`config.mk`:
```
export PLATFORM = sky130hd
export DESIGN_NAME = dual_slope_ctrl_flat
export DESIGN_NICKNAME = d
export VERILOG_FILES = /design/src/rtl/dual_slope_pkg.sv /design/src/rtl/dual_slope_ctrl_if.sv /design/src/rtl/dual_slope_phase_timer.sv /design/src/rtl/dual_slope_ctrl.sv /design/src/flat_wrapper.sv
export SDC_FILE = /design/constraint.sdc
export NUM_CORES = 1
export LEC_CHECK = 0
export ABC_AREA = 1
export CAP_MARGIN = 10
export CORE_MARGIN = 2
export CORE_UTILIZATION = 31
export DETAILED_ROUTE_END_ITERATION = 6
export HOLD_SLACK_MARGIN = 0.1
export PLACE_DENSITY = 0.57
export SYNTH_ARGS = -nofsm -noshare
export SYNTH_HDL_FRONTEND = slang
export SYNTH_SLANG_ARGS = --single-unit
```
`constraint.sdc`:
```
create_clock -name clk_i -period 1.71 [get_ports clk_i]
set_input_delay 0.342 -clock clk_i [delete_from_list [all_inputs] [get_ports clk_i]]
set_output_delay 0.342 -clock clk_i [all_outputs]
set_load 0.005 [all_outputs]
```
`src/rtl/dual_slope_pkg.sv`:
```
// rtl/dual_slope_pkg.sv - shared state encoding and default timing for the dual-slope controller
package dual_slope_pkg;

  localparam int DEF_AZ_CYCLES  = 256;
  localparam int DEF_INT_CYCLES = 2048;
  localparam int DEF_COUNT_W    = 12;

  // One-hot so the phase outputs come straight off state flops.
  typedef enum logic [3:0] {
    IDLE        = 4'b0001,
    AUTO_ZERO   = 4'b0010,
    INTEGRATE   = 4'b0100,
    DEINTEGRATE = 4'b1000
  } state_t;

  function automatic int timer_width(input int az_cycles, input int int_cycles);
    int longest;
    longest = (az_cycles > int_cycles) ? az_cycles : int_cycles;
    return $clog2(longest + 1);
  endfunction

endpackage

```
`src/rtl/dual_slope_ctrl_if.sv`:
```
// rtl/dual_slope_ctrl_if.sv - request, comparator and result signals of the dual-slope controller
interface dual_slope_ctrl_if #(
  parameter int COUNT_W = dual_slope_pkg::DEF_COUNT_W
);

  logic               start_i;
  logic               cmp_i;
  logic               idle_o;
  logic               auto_zero_o;
  logic               integrate_o;
  logic               deintegrate_o;
  logic               ref_sign_o;
  logic               interrupt_o;
  logic [COUNT_W-1:0] measurement_count_o;
  logic               overflow_o;

  modport master (
    output start_i, cmp_i,
    input  idle_o, auto_zero_o, integrate_o, deintegrate_o,
    input  ref_sign_o, interrupt_o, measurement_count_o, overflow_o
  );

  modport slave (
    input  start_i, cmp_i,
    output idle_o, auto_zero_o, integrate_o, deintegrate_o,
    output ref_sign_o, interrupt_o, measurement_count_o, overflow_o
  );

endinterface

```
`src/rtl/dual_slope_phase_timer.sv`:
```
// rtl/dual_slope_phase_timer.sv - loadable down-counter with terminal-count flag for fixed-length phases
module dual_slope_phase_timer #(
  parameter int W = 12
) (
  input  logic         clk,
  input  logic         rst_n,
  input  logic         load,
  input  logic [W-1:0] load_value,
  input  logic         dec,
  output logic         tc
);

  logic [W-1:0] count;

  always_ff @(posedge clk) begin
    if (!rst_n) begin
      count <= '0;
    end else if (load) begin
      count <= load_value;
    end else if (dec && (count != '0)) begin
      count <= count - 1'b1;
    end
  end

  // Loading N-1 makes the phase last exactly N cycles including the tc cycle.
  assign tc = (count == '0);

endmodule

```
`src/rtl/dual_slope_ctrl.sv`:
```
// rtl/dual_slope_ctrl.sv - dual-slope ADC sequencer: auto-zero, fixed integrate, counted deintegrate
module dual_slope_ctrl
  import dual_slope_pkg::*;
#(
  parameter int AZ_CYCLES  = DEF_AZ_CYCLES,
  parameter int INT_CYCLES = DEF_INT_CYCLES,
  parameter int COUNT_W    = DEF_COUNT_W
) (
  input  logic                clk_i,
  input  logic                rst_n_i,
  dual_slope_ctrl_if.slave    bus
);

  localparam int TMR_W = timer_width(AZ_CYCLES, INT_CYCLES);
  localparam logic [TMR_W-1:0]   AZ_LOAD   = TMR_W'(AZ_CYCLES - 1);
  localparam logic [TMR_W-1:0]   INT_LOAD  = TMR_W'(INT_CYCLES - 1);
  localparam logic [COUNT_W-1:0] COUNT_MAX = '1;

  state_t             state;
  logic               ref_sign_q;
  logic               irq_q;
  logic               ovf_q;
  logic [COUNT_W-1:0] meas_q;
  logic [COUNT_W-1:0] deint_cnt;

  logic               tmr_load;
  logic               tmr_dec;
  logic [TMR_W-1:0]   tmr_value;
  logic               tmr_tc;

  always_comb begin
    tmr_load  = 1'b0;
    tmr_dec   = 1'b0;
    tmr_value = '0;
    case (state)
      IDLE: begin
        if (bus.start_i) begin
          tmr_load  = 1'b1;
          tmr_value = AZ_LOAD;
        end
      end
      AUTO_ZERO: begin
        if (tmr_tc) begin
          tmr_load  = 1'b1;
          tmr_value = INT_LOAD;
        end else begin
          tmr_dec = 1'b1;
        end
      end
      INTEGRATE: tmr_dec = !tmr_tc;
      default: ;
    endcase
  end

  dual_slope_phase_timer #(.W(TMR_W)) u_phase_timer (
    .clk        (clk_i),
    .rst_n      (rst_n_i),
    .load       (tmr_load),
    .load_value (tmr_value),
    .dec        (tmr_dec),
    .tc         (tmr_tc)
  );

  always_ff @(posedge clk_i) begin
    if (!rst_n_i) begin
      state      <= IDLE;
      ref_sign_q <= 1'b0;
      irq_q      <= 1'b0;
      ovf_q      <= 1'b0;
      meas_q     <= '0;
      deint_cnt  <= '0;
    end else begin
      irq_q <= 1'b0;
      case (state)
        IDLE: begin
          if (bus.start_i) state <= AUTO_ZERO;
        end
        AUTO_ZERO: begin
          if (tmr_tc) state <= INTEGRATE;
        end
        INTEGRATE: begin
          if (tmr_tc) begin
            state      <= DEINTEGRATE;
            ref_sign_q <= bus.cmp_i;
            deint_cnt  <= '0;
          end
        end
        DEINTEGRATE: begin
          // A crossing takes precedence over saturation on the same cycle.
          if (bus.cmp_i != ref_sign_q) begin
            state  <= IDLE;
            meas_q <= deint_cnt;
            ovf_q  <= 1'b0;
            irq_q  <= 1'b1;
          end else if (deint_cnt == COUNT_MAX) begin
            state  <= IDLE;
            meas_q <= COUNT_MAX;
            ovf_q  <= 1'b1;
            irq_q  <= 1'b1;
          end else begin
            deint_cnt <= deint_cnt + 1'b1;
          end
        end
        default: state <= IDLE;
      endcase
    end
  end

  assign bus.idle_o              = state[0];
  assign bus.auto_zero_o         = state[1];
  assign bus.integrate_o         = state[2];
  assign bus.deintegrate_o       = state[3];
  assign bus.ref_sign_o          = ref_sign_q;
  assign bus.interrupt_o         = irq_q;
  assign bus.measurement_count_o = meas_q;
  assign bus.overflow_o          = ovf_q;

endmodule

```
`src/flat_wrapper.sv`:
```
// flat-port wrapper written by rule: the top's interface ports become plain ports
module dual_slope_ctrl_flat import dual_slope_pkg::*;
#(
  parameter int AZ_CYCLES  = DEF_AZ_CYCLES,
  parameter int INT_CYCLES = DEF_INT_CYCLES,
  parameter int COUNT_W    = DEF_COUNT_W
)
  (clk_i, rst_n_i, bus_start_i, bus_cmp_i, bus_idle_o, bus_auto_zero_o, bus_integrate_o, bus_deintegrate_o, bus_ref_sign_o, bus_interrupt_o, bus_measurement_count_o, bus_overflow_o);
  dual_slope_ctrl_if #(.COUNT_W(COUNT_W)) bus_i ();
  input  logic clk_i;
  input  logic rst_n_i;
  input wire logic [$bits(bus_i.start_i)-1:0] bus_start_i;
  input wire logic [$bits(bus_i.cmp_i)-1:0] bus_cmp_i;
  output wire logic [$bits(bus_i.idle_o)-1:0] bus_idle_o;
  output wire logic [$bits(bus_i.auto_zero_o)-1:0] bus_auto_zero_o;
  output wire logic [$bits(bus_i.integrate_o)-1:0] bus_integrate_o;
  output wire logic [$bits(bus_i.deintegrate_o)-1:0] bus_deintegrate_o;
  output wire logic [$bits(bus_i.ref_sign_o)-1:0] bus_ref_sign_o;
  output wire logic [$bits(bus_i.interrupt_o)-1:0] bus_interrupt_o;
  output wire logic [$bits(bus_i.measurement_count_o)-1:0] bus_measurement_count_o;
  output wire logic [$bits(bus_i.overflow_o)-1:0] bus_overflow_o;
  assign bus_i.start_i = bus_start_i;
  assign bus_i.cmp_i = bus_cmp_i;
  assign bus_idle_o = bus_i.idle_o;
  assign bus_auto_zero_o = bus_i.auto_zero_o;
  assign bus_integrate_o = bus_i.integrate_o;
  assign bus_deintegrate_o = bus_i.deintegrate_o;
  assign bus_ref_sign_o = bus_i.ref_sign_o;
  assign bus_interrupt_o = bus_i.interrupt_o;
  assign bus_measurement_count_o = bus_i.measurement_count_o;
  assign bus_overflow_o = bus_i.overflow_o;
  dual_slope_ctrl #(.AZ_CYCLES(AZ_CYCLES), .INT_CYCLES(INT_CYCLES), .COUNT_W(COUNT_W)) u_core (.clk_i(clk_i), .rst_n_i(rst_n_i), .bus(bus_i));
endmodule
```
Yosys cells after proc, flatten, opt, wreduce, memory -nomap -nowiden
Cells that the tools add are included.

Register bits: 43. Bits in latches: 0. Memory bits (writable): 0. Bits in read-only memories: 0. Logic and storage cells: 59. Memories: 0.

Add/subtract/negate cells: 2. Multiply operators: 0. Divide/modulo/power cells: 0. Order comparisons: 0. Equality and inequality tests: 12. Shifts and indexed selects: 0. Muxes and demuxes: 26. Bitwise gates (word level): 0. Reductions and logical operators: 12.

Operators by type and width (number): 2-to-1 mux 12 bit (7); one-hot mux 12 bit (2 select lines) (2); 2-to-1 mux 4 bit (5); one-hot mux 4 bit (4 select lines) (1); adder 12 x 1 -> 12 bit, second input constant (1); equality test 12 bit, second input constant (1); zero test 12 bit (1); nonzero test 12 bit (1); subtractor 12 x 1 -> 12 bit, second input constant (1); 2-to-1 mux 11 bit (1); 2-to-1 mux 8 bit (1); AND reduction 4 bit (2); 2-to-1 mux 1 bit (7); inequality test 2 bit, second input constant (3); AND reduction 2 bit (3); nonzero test 2 bit (3); equality test 4 x 1 -> 1 bit, second input constant (1); equality test 4 x 2 -> 1 bit, second input constant (1); equality test 4 x 3 -> 1 bit, second input constant (1); equality test 4 bit, second input constant (1); inequality test 2 x 1 -> 1 bit, second input constant (2); one-hot mux 1 bit (2 select lines) (2); inequality test 3 x 1 -> 1 bit, second input constant (1); logical AND 1 bit (1); 2 further kinds (2).

Longest topological paths before layout
Word-level depth: 6. Gate-level depth with buffers: 11.

Hierarchy
From an unflattened synthesis, not the netlist that was laid out.

Cell total of the unflattened synthesis: 371. Area total of the unflattened synthesis: 2466.1 um2.

Modules (own cells, without submodules): dual_slope_ctrl (times used 1, cells each 224, area each 1556.5 um2, seq. area each 620.6 um2); dual_slope_phase_timer (times used 1, cells each 147, area each 909.6 um2, seq. area each 240.2 um2).

Worst setup path before layout
No wires, ideal clock.

Path kind: reg2reg. Start: reg u_core.deint_cnt[0]. End: reg u_core.deint_cnt[3]. Data arrival time: 1373 ps. Required time: 1595 ps. Path slack: 222 ps. Stages on the path, launching flop included: 10. Path through: dfxtp_1 ha_1 nand2_2 nor2_4 nand3_2 nand3_2 nand2_4 buf_8 a21oi_1 nor2_1.

Cells in the longest elaborated chain, start to end: 4.

RTL lines: from (decl) (RTL line dual_slope_ctrl.sv:24) `logic [COUNT_W-1:0] deint_cnt;`; from (signal assigned) (RTL line dual_slope_ctrl.sv:101) `deint_cnt <= deint_cnt + 1'b1;`; adder 12 x 1 -> 12 bit (RTL line dual_slope_ctrl.sv:101); 2-to-1 mux 12 bit (RTL line dual_slope_ctrl.sv:95) `end else if (deint_cnt == COUNT_MAX) begin`; 2-to-1 mux 12 bit (RTL line dual_slope_ctrl.sv:90) `if (bus.cmp_i != ref_sign_q) begin`; one-hot mux 12 bit (2 select lines) (RTL line dual_slope_ctrl.sv:74) `case (state)`.

Several ways; a longest one is shown, not always the timed one. The select of a mux whose other input is x is not followed. A chain may end at the register's enable or synchronous reset.

Final worst setup path
Start: reg u_core.state[1]. End: out bus_auto_zero_o.

RTL lines: from (decl) (RTL line dual_slope_ctrl.sv:19) `state_t state;`; from (signal assigned) (RTL line dual_slope_ctrl.sv:66) `state <= IDLE;`; from (signal assigned) (RTL line dual_slope_ctrl.sv:76) `if (bus.start_i) state <= AUTO_ZERO;`; from (signal assigned) (RTL line dual_slope_ctrl.sv:79) `if (tmr_tc) state <= INTEGRATE;`; to (decl) (RTL line flat_wrapper.sv:15) `output wire logic [$bits(bus_i.auto_zero_o)-1:0] bus_auto_zero_o;`.

No word-level cell between the ends.

==> results.tsv <==
stage	metric	value	unit
status	status	finished, final reports clean	
drt	met1 wire length	2.86	mm
die	total I/O pin count	23	
die	row count	31	
logic_synthesis	Unique masters post-synth	32	
placed_design	Area after DPL	0.00280	sq mm
logic_synthesis	synthesized instance count	342	
logic_synthesis	syn_area_per_cell	6.93	sq um
critical_path	Buffers & Inverters on Critical Path	1	
final_layout	layout cells sized above 1	18.2	%
drt	metal3 WL	206	microns
critical_path	Crit Path Max Fanout	5	
critical_path	Worst setup SP type	flip-flop	
critical_path	crit-path leading delay family	buffers and inverters	
final_layout	Final Instance Area	0.00293	sq mm
logic_synthesis	register area share after synthesis	36.3	%
clock_tree	H-Tree Depth	2	
critical_path	critical path class	reg -> out	
sta	relative slew slack	80.7	%
critical_path	largest stage delay on the critical path	0.53	ns
power	leakage	1.24	nW
die	Core Region	0.00733	sq mm
placed_design	detailed placement HPWL	4.19	mm
grt	first-pass GRT wire length	9.60	mm
power	power per cell area	804	mW/mm^2
clock_tree	clk sinks	43	
placed_design	I/O Buffers	22	
critical_path	Crit. End Element	output pin	
final_layout	post-layout util	39.9	%
grt	global-route usage over all layers	14.0	%
drt	Max Used Layer	met4	
critical_path	Worst EP required	1.37	ns
die	Die W	91.4	microns
sta	endpoints failing setup	0	
drt	drt total wl	5.48	mm
sta	Peak Freq	630	MHz
clock_tree	latest clock arrival within the worst-skew pair	0.29	ns
drt	DR iter-0 viols	87	
sta	final worst-path cycle share	92.8	%
final_layout	final std cells w/o fill	479	
critical_path	crit path DAT	1.25	ns
drt	DR pass1 iterations	6	
min_path	worst hold start	u_core.bus.measurement_count_o[7]$_SDFFE_PN0P_	
flow_run	max-cap violations	0	
final_layout	Fill cells	764	
final_layout	antenna cells	0	
sta	worst-margin pin slew	0.286	ns
drt	DR vias	2186	
placed_design	dpl ws	-0.0217	ns
sta	RSZ-0062 raised after global routing	no	
critical_path	worst setup path start	u_core.state[1]$_SDFFE_PN0P_	
logic_synthesis	Yosys reg bits	43	
power	peak supply drop	0.298	mV
sta	Fin. Hold Viols	0	
logic_synthesis	YS warnings	0	
clock_tree	Root Buffer	clkbuf_8	
die	die area	0.00836	sq mm
drt	drt drc	0	
placed_design	GPL Wtd Cong	0.814	
clock_tree	CTS Buffer Depth	2	
grt	initial antenna violation count	0	
grt	largest net degree at the start of global routing	21	
final_layout	Final #Nets	386	
placed_design	Cells after DPL	471	
clock_tree	Num CTS Buffers	5	
sta	PnR worst setup slack	0.122	ns
min_path	Tightest Hold Check Type	reg -> reg	
grt	vias in the first global route	2065	
final_layout	synthesis-to-layout area growth	23.6	%
sta	post-layout min period	1.59	ns
die	die height	91.4	microns
die	initial core utilization	32.3	%
drt	Vias/cell	4.56	
drt	Antenna Nets Post-Route	0	
logic_synthesis	Post-Syn Nets	349	
sta	max-slew violations	0	
drt	wire per inst	11.4	microns
drt	WL met2	2.34	mm
sta	skew final	0.00859	ns
logic_synthesis	Mapped Area	0.00237	sq mm
clock_tree	Post-CTS Setup Bufs	0	
critical_path	Slowest cell on crit path	clkdlybuf4s50_1	
grt	GRT Residual Overflow	0	
clock_tree	clk slew on worst S/H paths	0.08	ns
critical_path	Worst R2R Start	u_core.u_phase_timer.count[0]$_SDFFE_PN0P_	
power	Tot Pwr	2.35	mW
clock_tree	CTS tree	built	
critical_path	critical-path cell list	clkdlybuf4s50_1	
repair_timing:
item,4_1_cts,5_1_grt
hold buffers,0,0
endpoints found under the setup margin,0,10
gates resized for setup,0,3
per-stage QoR:
stage               TNS [ns]  hold WS [ns]
global route               0         0.502
detailed placement   -0.0662         0.478
floorplan                  0         0.441
CTS                        0         0.490
finish                     0         0.486
global placement    -0.00628         0.472
path summary, 6_finish.rpt:
check,endpoint,cells after the start,slack [ns]
worst min-delay path,u_core.bus.measurement_count_o[7]$_SDFFE_PN0P_,2,0.49
worst max register to register,u_core.u_phase_timer.count[7]$_SDFFE_PN0P_,11,0.16
worst max-delay path,bus_auto_zero_o,1,0.12
worst min register to register,u_core.bus.measurement_count_o[7]$_SDFFE_PN0P_,2,0.49
final cells by class:
type / instances / area, sq um / area share (%)
multi-input combinational: 243 / 1280 / 43.7
tap: 99 / 124 / 4.23
sequential: 43 / 862 / 29.5
clock buffer: 6 / 82.6 / 2.82
clock inverter: 2 / 35.0 / 1.20
timing repair buffer: 38 / 365 / 12.5
inverter: 48 / 180 / 6.16
state kept, by name, summed over array words and instances (netlist names):
name and count:
u_core.bus.measurement_count_o 12, u_core.bus.interrupt_o 1, u_core.state 4, u_core.bus.overflow_o 1, u_core.deint_cnt 12, u_core.bus.ref_sign_o 1
u_core.u_phase_timer.count 12
tightest hold or removal path, stage by stage, from the launching register on:
cell	delay, ns
dfxtp_1	0.32
nand3_1	0.09
o21ai_2	0.05
cell usage after synthesis, drive strengths merged:
master / instances / area [sq um]
nand2: 78 / 320
nor2: 57 / 246
a211oi: 1 / 7.51
nor3: 3 / 20.0
inv: 47 / 176
buf: 5 / 46.3
xnor2: 2 / 25.0
ha: 3 / 37.5
nand3b: 1 / 7.51
clkinv: 1 / 3.75
nand3: 44 / 288
o41ai: 1 / 8.76
a21oi: 24 / 124
dfxtp: 43 / 861
clkbuf: 3 / 11.3
nand4: 5 / 31.3
o21ai: 24 / 154
layer usage:
metal,track usage (%),up-vias
met5,0,-
met4,4.17,0
met3,2.99,4
met2,21.3,33
met1,19.8,988
li1,-,1161
power breakdown:
| part | total [mW] | leakage (nW) | switching (mW) | internal (mW) |
|---|---|---|---|---|
| combinational | 0.445 | 0.831 | 0.277 | 0.168 |
| sequential | 1.08 | 0.350 | 0.0421 | 1.04 |
| clock | 0.829 | 0.0612 | 0.356 | 0.473 |
cells in the final DEF, fill, tap and decap left out, types with 3 or more instances in the layout:
master           synthesis  routed
nor2_1                  50      49
nand3_2                  6       6
dfxtp_1                 43      42
nand3_1                 35      35
a21oi_1                 23      23
ha_1                     3       3
nand2_2                  8       7
nor2_4                   3       3
o21ai_0                  7       7
inv_1                   41      41
inv_2                    6       6
clkdlybuf4s50_1          0      22
buf_4                    0      14
nand2_1                 69      69
o21ai_1                  8       8
clkbuf_8                 0       6
nor2_2                   4       5
nand3_4                  3       3
o21ai_2                  9       9
nand4_1                  5       5
kinds of logic (layout without fill, tap and decap cells):
kind of cell | Yosys count | in the layout | synth area share (%)
compound gates | 50 | 50 | 12.4
xor+xnor | 2 | 2 | 1.06
fa+ha+maj | 3 | 3 | 1.58
buf+inv | 56 | 94 | 10.0
flops | 43 | 43 | 36.3
simple gates | 188 | 188 | 38.6
(Power assumes the default switching activity.)
